`src/rtl/freq_pkg.sv`:
```
// Constants and state encoding shared by the FFT RAM writer and the frequency detector.
package freq_pkg;
  localparam int N_FFT  = 1024;
  localparam int ADDR_W = 10;
  localparam int OUT_W  = 14;
  localparam int RAM_W  = 2 * OUT_W;
  localparam int DROP_W = 8;

  typedef enum logic [1:0] {
    ST_ARMED    = 2'd0,
    ST_CAPTURE  = 2'd1,
    ST_WAIT_DET = 2'd2
  } writer_state_t;
endpackage

```
`src/rtl/fft_ram_writer_sat_shift.sv`:
```
// Arithmetic right shift (floor) followed by signed saturation from IN_W to OUT_W bits.
module sat_shift #(
  parameter int IN_W  = 16,
  parameter int OUT_W = 14,
  parameter int SHIFT = 0
) (
  input  logic signed [IN_W-1:0]  din,
  output logic signed [OUT_W-1:0] dout
);
  localparam logic signed [IN_W-1:0] MAX_V = IN_W'((1 << (OUT_W - 1)) - 1);
  localparam logic signed [IN_W-1:0] MIN_V = IN_W'(-(1 << (OUT_W - 1)));

  logic signed [IN_W-1:0] shifted;
  assign shifted = din >>> SHIFT;

  always_comb begin
    if (shifted > MAX_V)
      dout = MAX_V[OUT_W-1:0];
    else if (shifted < MIN_V)
      dout = MIN_V[OUT_W-1:0];
    else
      dout = shifted[OUT_W-1:0];
  end
endmodule

```
`src/rtl/fft_ram_writer.sv`:
```
// Captures one streamed FFT frame into the result RAM, then locks until the detector
// reports detectdone. Malformed frames are aborted with a lenerr pulse.
module fft_ram_writer
  import freq_pkg::*;
#(
  parameter int IN_W  = 16,
  parameter int SHIFT = 0
) (
  input  logic                   clk,
  input  logic [3:0]             KEY,
  input  logic                   sink_valid,
  input  logic                   sink_sop,
  input  logic                   sink_eop,
  input  logic signed [IN_W-1:0] sink_real,
  input  logic signed [IN_W-1:0] sink_imag,
  output logic                   sink_ready,
  input  logic                   detectdone,
  output logic                   wren,
  output logic [ADDR_W-1:0]      wraddr,
  output logic [RAM_W-1:0]       wrdata,
  output logic                   fftdone,
  output logic                   lenerr,
  output logic [DROP_W-1:0]      dropcount
);
  logic reset_n;
  logic unused_key;
  assign reset_n    = KEY[0];
  assign unused_key = ^KEY[3:1];

  writer_state_t       state_reg, state_next;
  logic [ADDR_W-1:0]   cnt_reg, cnt_next;
  logic                fin_reg, fin_next;
  logic                wren_reg, wren_next;
  logic [ADDR_W-1:0]   wraddr_reg, wraddr_next;
  logic [RAM_W-1:0]    wrdata_reg, wrdata_next;
  logic                fftdone_reg;
  logic                lenerr_reg, lenerr_next;
  logic [DROP_W-1:0]   drop_reg, drop_next;

  logic signed [IN_W-1:0] comp_in [2];
  logic [OUT_W-1:0]       comp_out [2];
  logic [RAM_W-1:0]       scaled;
  logic                   accept;
  logic                   last_beat;

  assign comp_in[0] = sink_real;
  assign comp_in[1] = sink_imag;

  generate
    for (genvar gi = 0; gi < 2; gi++) begin : g_sat
      sat_shift #(.IN_W(IN_W), .OUT_W(OUT_W), .SHIFT(SHIFT)) u_sat (
        .din  (comp_in[gi]),
        .dout (comp_out[gi])
      );
    end
  endgenerate

  assign scaled     = {comp_out[0], comp_out[1]};
  assign sink_ready = (state_reg == ST_ARMED) || (state_reg == ST_CAPTURE);
  assign accept     = sink_valid & sink_ready;
  assign last_beat  = (cnt_reg == ADDR_W'(N_FFT - 1));

  always_comb begin
    state_next  = state_reg;
    cnt_next    = cnt_reg;
    fin_next    = 1'b0;
    wren_next   = 1'b0;
    wraddr_next = wraddr_reg;
    wrdata_next = wrdata_reg;
    lenerr_next = 1'b0;
    drop_next   = drop_reg;
    case (state_reg)
      ST_ARMED: begin
        if (accept && sink_sop) begin
          if (sink_eop) begin
            lenerr_next = 1'b1;
          end else begin
            wren_next   = 1'b1;
            wraddr_next = '0;
            wrdata_next = scaled;
            cnt_next    = ADDR_W'(1);
            state_next  = ST_CAPTURE;
          end
        end
      end
      ST_CAPTURE: begin
        // The beat that exposes a framing error is dropped, not written.
        if (accept) begin
          if (sink_sop || (sink_eop != last_beat)) begin
            lenerr_next = 1'b1;
            cnt_next    = '0;
            state_next  = ST_ARMED;
          end else begin
            wren_next   = 1'b1;
            wraddr_next = cnt_reg;
            wrdata_next = scaled;
            if (last_beat) begin
              fin_next   = 1'b1;
              cnt_next   = '0;
              state_next = ST_WAIT_DET;
            end else begin
              cnt_next = cnt_reg + ADDR_W'(1);
            end
          end
        end
      end
      ST_WAIT_DET: begin
        if (sink_valid && sink_sop && (drop_reg != {DROP_W{1'b1}}))
          drop_next = drop_reg + DROP_W'(1);
        if (detectdone)
          state_next = ST_ARMED;
      end
      default: begin
        state_next = ST_ARMED;
        cnt_next   = '0;
      end
    endcase
  end

  always_ff @(posedge clk) begin
    if (!reset_n) begin
      state_reg   <= ST_ARMED;
      cnt_reg     <= '0;
      fin_reg     <= 1'b0;
      wren_reg    <= 1'b0;
      wraddr_reg  <= '0;
      wrdata_reg  <= '0;
      fftdone_reg <= 1'b0;
      lenerr_reg  <= 1'b0;
      drop_reg    <= '0;
    end else begin
      state_reg   <= state_next;
      cnt_reg     <= cnt_next;
      fin_reg     <= fin_next;
      wren_reg    <= wren_next;
      wraddr_reg  <= wraddr_next;
      wrdata_reg  <= wrdata_next;
      fftdone_reg <= fin_reg;
      lenerr_reg  <= lenerr_next;
      drop_reg    <= drop_next;
    end
  end

  assign wren      = wren_reg;
  assign wraddr    = wraddr_reg;
  assign wrdata    = wrdata_reg;
  assign fftdone   = fftdone_reg;
  assign lenerr    = lenerr_reg;
  assign dropcount = drop_reg;
endmodule
```
`config.mk`:
```
export PLATFORM = sky130hd
export DESIGN_NAME = fft_ram_writer
export DESIGN_NICKNAME = d
export VERILOG_FILES = /design/src/rtl/freq_pkg.sv /design/src/rtl/fft_ram_writer_sat_shift.sv /design/src/rtl/fft_ram_writer.sv
export SDC_FILE = /design/constraint.sdc
export NUM_CORES = 1
export LEC_CHECK = 0
export CELL_PAD_IN_SITES_DETAIL_PLACEMENT = 1
export CELL_PAD_IN_SITES_GLOBAL_PLACEMENT = 1
export CORE_MARGIN = 1
export CORE_UTILIZATION = 34
export CTS_CLUSTER_DIAMETER = 50
export DETAILED_ROUTE_END_ITERATION = 8
export HOLD_SLACK_MARGIN = 0.15
export PLACE_DENSITY_LB_ADDON = 0.1
export REMOVE_ABC_BUFFERS = 1
export SLEW_MARGIN = 5
export SYNTH_ARGS = -nofsm -noshare
export SYNTH_HDL_FRONTEND = slang
export SYNTH_SLANG_ARGS = --single-unit
```
`constraint.sdc`:
```
create_clock -name clk -period 2.7 [get_ports clk]
set_input_delay 0.27 -clock clk [delete_from_list [all_inputs] [get_ports clk]]
set_output_delay 0.27 -clock clk [all_outputs]
set_load 0.005 [all_outputs]
```
==> flow_summary.ini, run 1 <==
[sta]
finalCritPeriodShare = 0.781
hold_ws_ps = 442
maxSlewHeadroom = 0.492
fin_worst_skew_ps = 8.11
tightest_slew_ps = 762
fin_crit_ps = 2110
grt_setup_unrepaired = false
hold_viol_final = 0
setup_viol = 0
setup_tns_ps = 0
timing.fmax_mhz = 474
drv_slew = 0

[worst_setup_path]
cp-end-kind = register
cp_slowest_stage_delay_ps = 710
crit_fanout = 21
path_class = register to register
cp_cell_sequence = or4b_1 > a211o_1 > nand4_4 > buf_12 > mux2i_1
crit_required_ps = 2960
cp.arrival_ps = 2370
cp-start-kind = register
cp_slowest_cell = or4b_1

[route]
via_count = 2631
postRouteWirelength_mm = 7.85
drt_first_pass_iters = 4
post-route-drc-count = 0
drt_iter0_drc = 55
routedWlPerCell_um = 15.3
viasPerCell = 5.13
antenna_left = 0

[power]
sw_frac_of_total = 0.244
p_int_mw = 1.43
p_clk_frac = 0.386
pwr-share-comb = 0.116
p_seq_frac = 0.498
p_leak_nw = 1.37
total_power_mw = 1.90
ir_worst_vdd_mv = 0.184
switchingPower_mw = 0.463
power.density_nw_per_um2 = 475

[logic_synthesis]
synthTopCellsByArea = dfxtp_1 44%, mux2i_1 13%, nand2_1 7.8%, o21ai_0 6.0%, a21oi_1 2.6%
yosys.area_share.simple = 0.207
syn_inst = 322
synthMuxAreaShare = 0.134
synthArstFlopShare = 0
syn_area_per_cell_um2 = 8.82
synth_xor_area_frac = 0.0216
synth_adder_area_share = 0.00881
yosysSeqAreaShare = 0.437
synth_compound_area_frac = 0.141
syn_area_um2 = 2840
yosys.area.top_type = dfxtp_1
ys_seq_elements = 62
synth_top_family_by_area = simple AND/OR/NAND/NOR gates
synth.distinct_cells = 46
ys.flop_type = dfxtp_1
synth_top_cell_area_share = 0.437
synth_edf_count = 0
yosys_warnings = 0

[grt]
grt_antenna_before_repair = 0
grt_pass1_wl_mm = 12.9
grt_start_max_net_pins = 47
grt_pass1_vias = 2571
grtUsageTotal = 0.190
grt.overflow.total = 0

[worst_hold_path]
worstHoldPathType = register to register

[place]
routabilityCongestion = 0.721
hpwl_mm = 5.53
io_buffer_count = 87
dpl_cell_area_um2 = 3810

[clocking]
clock-root-buffer = clkbuf_8
cts_buffer_depth = 2
cts_buffers = 9
clock_sinks = 62
cts.repair.resized = 0
tritoncts = yes
clock_latency_ps = 330
cts_hold_buffers = 0
post_cts_buffers = 0
cts.clk_slew.worst_paths_ps = 70
htree_levels = 3

[floorplanning]
coreArea_um2 = 7890
die_w_um = 93.4
dieArea_um2 = 8720
num_rows = 32
initial_utilization = 0.360
die_y_um = 93.4
io_pins = 91

[final_layout]
nFillCells = 948
diodes = 0
layout-drive-gt1-share = 0.0681
layout.nets = 450
largest_reg_flops = 28
final_area_um2 = 3990
area_growth_pct = 40.5

[job]
maxCapViolations = 0

[status]
status = finished, final reports clean
## critical path, delay by kind of cell, from the launching register on
family / cells / cell delay, ps
buffers and inverters: 1 / 230
multiplexers: 1 / 210
AO/OA/AOI/OAI: 1 / 320
flip-flops: 1 / 400
AND/OR/NAND/NOR: 2 / 880
## routing by layer
layer	wire length, um	GRT usage	vias up
li1	-	-	1301
met1	3660	0.246	1267
met2	3670	0.308	59
met3	425	0.0423	4
met4	86	0.0718	0
met5	0	0	-
## power by group through the flow
| stage | logic [mW] | clock network (mW) | registers, mW |
|---|---|---|---|
| floorplan | 0.0769 | 0 | 0.967 |
| global placement | 0.220 | 0 | 0.964 |
| detailed placement | 0.223 | 0 | 0.965 |
| CTS | 0.225 | 0.765 | 0.944 |
| global route | 0.241 | 0.806 | 0.946 |
| finish | 0.221 | 0.731 | 0.944 |
## layout make-up
class                   count  area (um2)  area share
inverters                   4        15.0     0.00376
repair buffers             97         966       0.242
multi-input cells         233        1460       0.367
clock buffers              12         155      0.0389
clock inverters             3        20.0     0.00502
flip-flops and latches     62        1240       0.311
well taps                 102         128      0.0320
## Yosys cell counts (all sizes together) (4+ instances only)
library cell,number
a21oi,15
and2,5
and3,4
buf,7
clkbuf,16
dfxtp,62
inv,4
mux2i,38
nand2,59
nand3,4
nand4,5
nor2,15
o21ai,34
xor2,6
## layout by cell type, fill, tap and decap left out, drive strengths merged, types with 3 or more instances in the layout
cell           Yosys  final
clkdlybuf4s50      0     86
and3               4      4
nand4b             3      3
and4               3      3
a21oi             15     15
nor2b              3      3
mux2i             38     38
nand3              4      4
buf                7     11
nor3               3      3
inv                4      4
xor2               6      6
or4                3      3
and2               5      5
o2111ai            3      3
dfxtp             62     62
nand2             59     59
o211ai             3      3
nand3b             3      3
clkbuf            16     12
nor2              15     15
o21ai             34     34
nand4              5      5
## worst paths after layout
kind / start / endpoint / cells after the start / slack [ps]
setup / recovery: state_reg[1]$_SDFFE_PN0P_ / wrdata[12]$_SDFFE_PN0P_ / 5 / 590
hold / removal: fin_reg$_SDFF_PP0_ / fftdone$_SDFF_PN0_ / 1 / 440
setup reg to reg: state_reg[1]$_SDFFE_PN0P_ / wrdata[12]$_SDFFE_PN0P_ / 5 / 590
hold reg to reg: fin_reg$_SDFF_PP0_ / fftdone$_SDFF_PN0_ / 1 / 440
## metrics by stage
| stage | setup WS, ps | util | instances |
|---|---|---|---|
| 3_3_place_gp | 353 | 0.484 | 498 |
| 3_5_place_dp | 323 | 0.484 | 498 |
| 6_report | 590 | 0.506 | 513 |
| 4_1_cts | 580 | 0.506 | 513 |
| 5_1_grt | 473 | 0.506 | 513 |
| 2_1_floorplan | 192 | - | 299 |
## kinds of logic after synthesis
group | count (synthesis)
AND/OR/NAND/NOR | 118
AO/OA/AOI/OAI | 68
flip-flops | 62
multiplexers | 38
buffers and inverters | 27
XOR/XNOR | 7
adder cells (fa/ha/maj) | 2
Note: power is estimated with default switching activity, not from simulation.
==> run 2, diff against run 1 <==
==> constraint.sdc (replaced) <==
create_clock -name clk -period 1.97 [get_ports clk]
set_input_delay 0.197 -clock clk [delete_from_list [all_inputs] [get_ports clk]]
set_output_delay 0.197 -clock clk [all_outputs]
set_load 0.005 [all_outputs]
==> flow_summary.ini, run 2 (synthesis results as in run 1) <==
[clocking]
cts_buffer_depth = 2
cts.repair.resized = 1
cts_hold_buffers = 0
tritoncts = yes
cts.clk_slew.worst_paths_ps = 70
htree_levels = 3
clock_latency_ps = 340
clock_sinks = 62
clock-root-buffer = clkbuf_8
cts_buffers = 9
post_cts_buffers = 0

[route]
postRouteWirelength_mm = 8.15
drt_iter0_drc = 76
route.met3.wl_um = 465
routedWlPerCell_um = 15.6
met2_length_mm = 3.82
via_count = 2689
viasPerCell = 5.14
wl_met1_mm = 3.74
top_layer = met4
drt_first_pass_iters = 4
post-route-drc-count = 0
antenna_left = 0

[final_layout]
diodes = 0
final_cells = 523
largest_reg_flops = 28
final_common_cell = clkdlybuf4s50_1
layout_common_cells = 86 x clkdlybuf4s50_1, 62 x dfxtp_1, 59 x nand2_1
layout.nets = 461
area_growth_pct = 43.5
utilization = 0.516
layout-drive-gt1-share = 0.0950

[grt]
grtUsageTotal = 0.199
grt_pass1_wl_mm = 13.4
grt.overflow.total = 0
grt_pass1_vias = 2679
grt_antenna_before_repair = 0
grt_start_max_net_pins = 47

[sta]
tightest_slew_ps = 736
timing.fmax_mhz = 546
setup_viol = 0
layout_setup_ws_ps = 137
fin_worst_skew_ps = 7.61
hold_viol_final = 0
drv_slew = 0
finalCritPeriodShare = 0.930
setup_tns_ps = 0
maxSlewHeadroom = 0.507
fin_crit_ps = 1830
grt_setup_unrepaired = false

[worst_setup_path]
cp_cell_sequence = ha_1 > and3_2 > a211o_1 > nand4_4 > buf_12 > mux2i_1
crit_required_ps = 2240
cp_slowest_cell = dfxtp_1
path_class = register to register
ff2ff_path_depth = 6
path_delay_family = simple AND/OR/NAND/NOR gates
cp_num_cells = 6
cp.arrival_ps = 2100
reg2reg_to = wrdata[12]$_SDFFE_PN0P_
crit_fanout = 18
cp-end-kind = register
startpoint = cnt_reg[1]$_SDFFE_PN0P_
cp.buffers_inverters = 1
crit_end = wrdata[12]$_SDFFE_PN0P_
cp-start-kind = register
r2r_start = cnt_reg[1]$_SDFFE_PN0P_
rrSetupSlack_ps = 140
cp_slowest_stage_delay_ps = 350

[place]
routabilityCongestion = 0.800
dp.cells = 509
pre_cts_ws_ps = -129
io_buffer_count = 87
hpwl_mm = 5.78

[floorplanning]
io_pins = 91
initial_utilization = 0.360
num_rows = 32
die_w_um = 93.4
die_y_um = 93.4
coreArea_um2 = 7890
dieArea_um2 = 8720

[power]
power.density_nw_per_um2 = 634
ir_worst_vdd_mv = 0.252
p_leak_nw = 1.42

[worst_hold_path]
worstHoldPathType = primary input to register

[status]
status = finished, final reports clean

[job]
maxCapViolations = 0
## run 2: worst min-delay path, cell delays in order
cell and delay [ps]:
buf_2 120, inv_1 180, nor2_1 140
## run 2: final cells by class
cell class,instances,area (um2)
inverter,4,15.0
multi-input combinational,233,1470
fill,927,3810
clock inverter,4,25.0
sequential,62,1240
clock buffer,10,138
tap,102,128
timing repair buffer,108,1060
## run 2: report_power, final
| part | switching [mW] | total, mW | internal [mW] |
|---|---|---|---|
| clock | 0.498 | 0.969 | 0.471 |
| combinational | 0.140 | 0.319 | 0.179 |
| sequential | 0.0127 | 1.29 | 1.28 |
## run 2: worst min-delay path by stage
| stage | from | endpoint | slack, ps | depth (start not counted) |
|---|---|---|---|---|
| 5_1_grt | KEY[0] | cnt_reg[1]$_SDFFE_PN0P_ | 340 | 3 |
| 6_report | KEY[0] | cnt_reg[1]$_SDFFE_PN0P_ | 330 | 3 |
| 2_1_floorplan | KEY[0] | state_reg[1]$_SDFFE_PN0P_ | 310 | 1 |
| 3_5_place_dp | fin_reg$_SDFF_PP0_ | fftdone$_SDFF_PN0_ | 420 | 1 |
| 4_1_cts | KEY[0] | cnt_reg[1]$_SDFFE_PN0P_ | 330 | 3 |
| 3_3_place_gp | fin_reg$_SDFF_PP0_ | fftdone$_SDFF_PN0_ | 420 | 1 |
## run 2: metrics by stage
stage          hold slack, ps  total power [mW]  area [um2]
6_report                  332              2.58        4070
5_1_grt                   341              2.71        4070
4_1_cts                   328              2.62        4070
3_5_place_dp              420              1.64        3910
3_3_place_gp              418              1.64        3910
2_1_floorplan             315              1.43        2710
## run 2: layer usage
metal,vias to the layer above,global-route usage
li1,1323,-
met1,1281,0.246
met2,71,0.333
met3,14,0.0447
met4,0,0.0846
met5,-,0
==> run 3, diff against run 2 <==
--- a/config.mk
+++ b/config.mk
@@ -14,6 +14,7 @@
 export HOLD_SLACK_MARGIN = 0.15
 export PLACE_DENSITY_LB_ADDON = 0.1
 export REMOVE_ABC_BUFFERS = 1
+export SKIP_LAST_GASP = 1
 export SLEW_MARGIN = 5
 export SYNTH_ARGS = -nofsm -noshare
 export SYNTH_HDL_FRONTEND = slang
==> results of run 3 <==
Same layout as run 2: the final DEF is identical, and so are final timing and power.
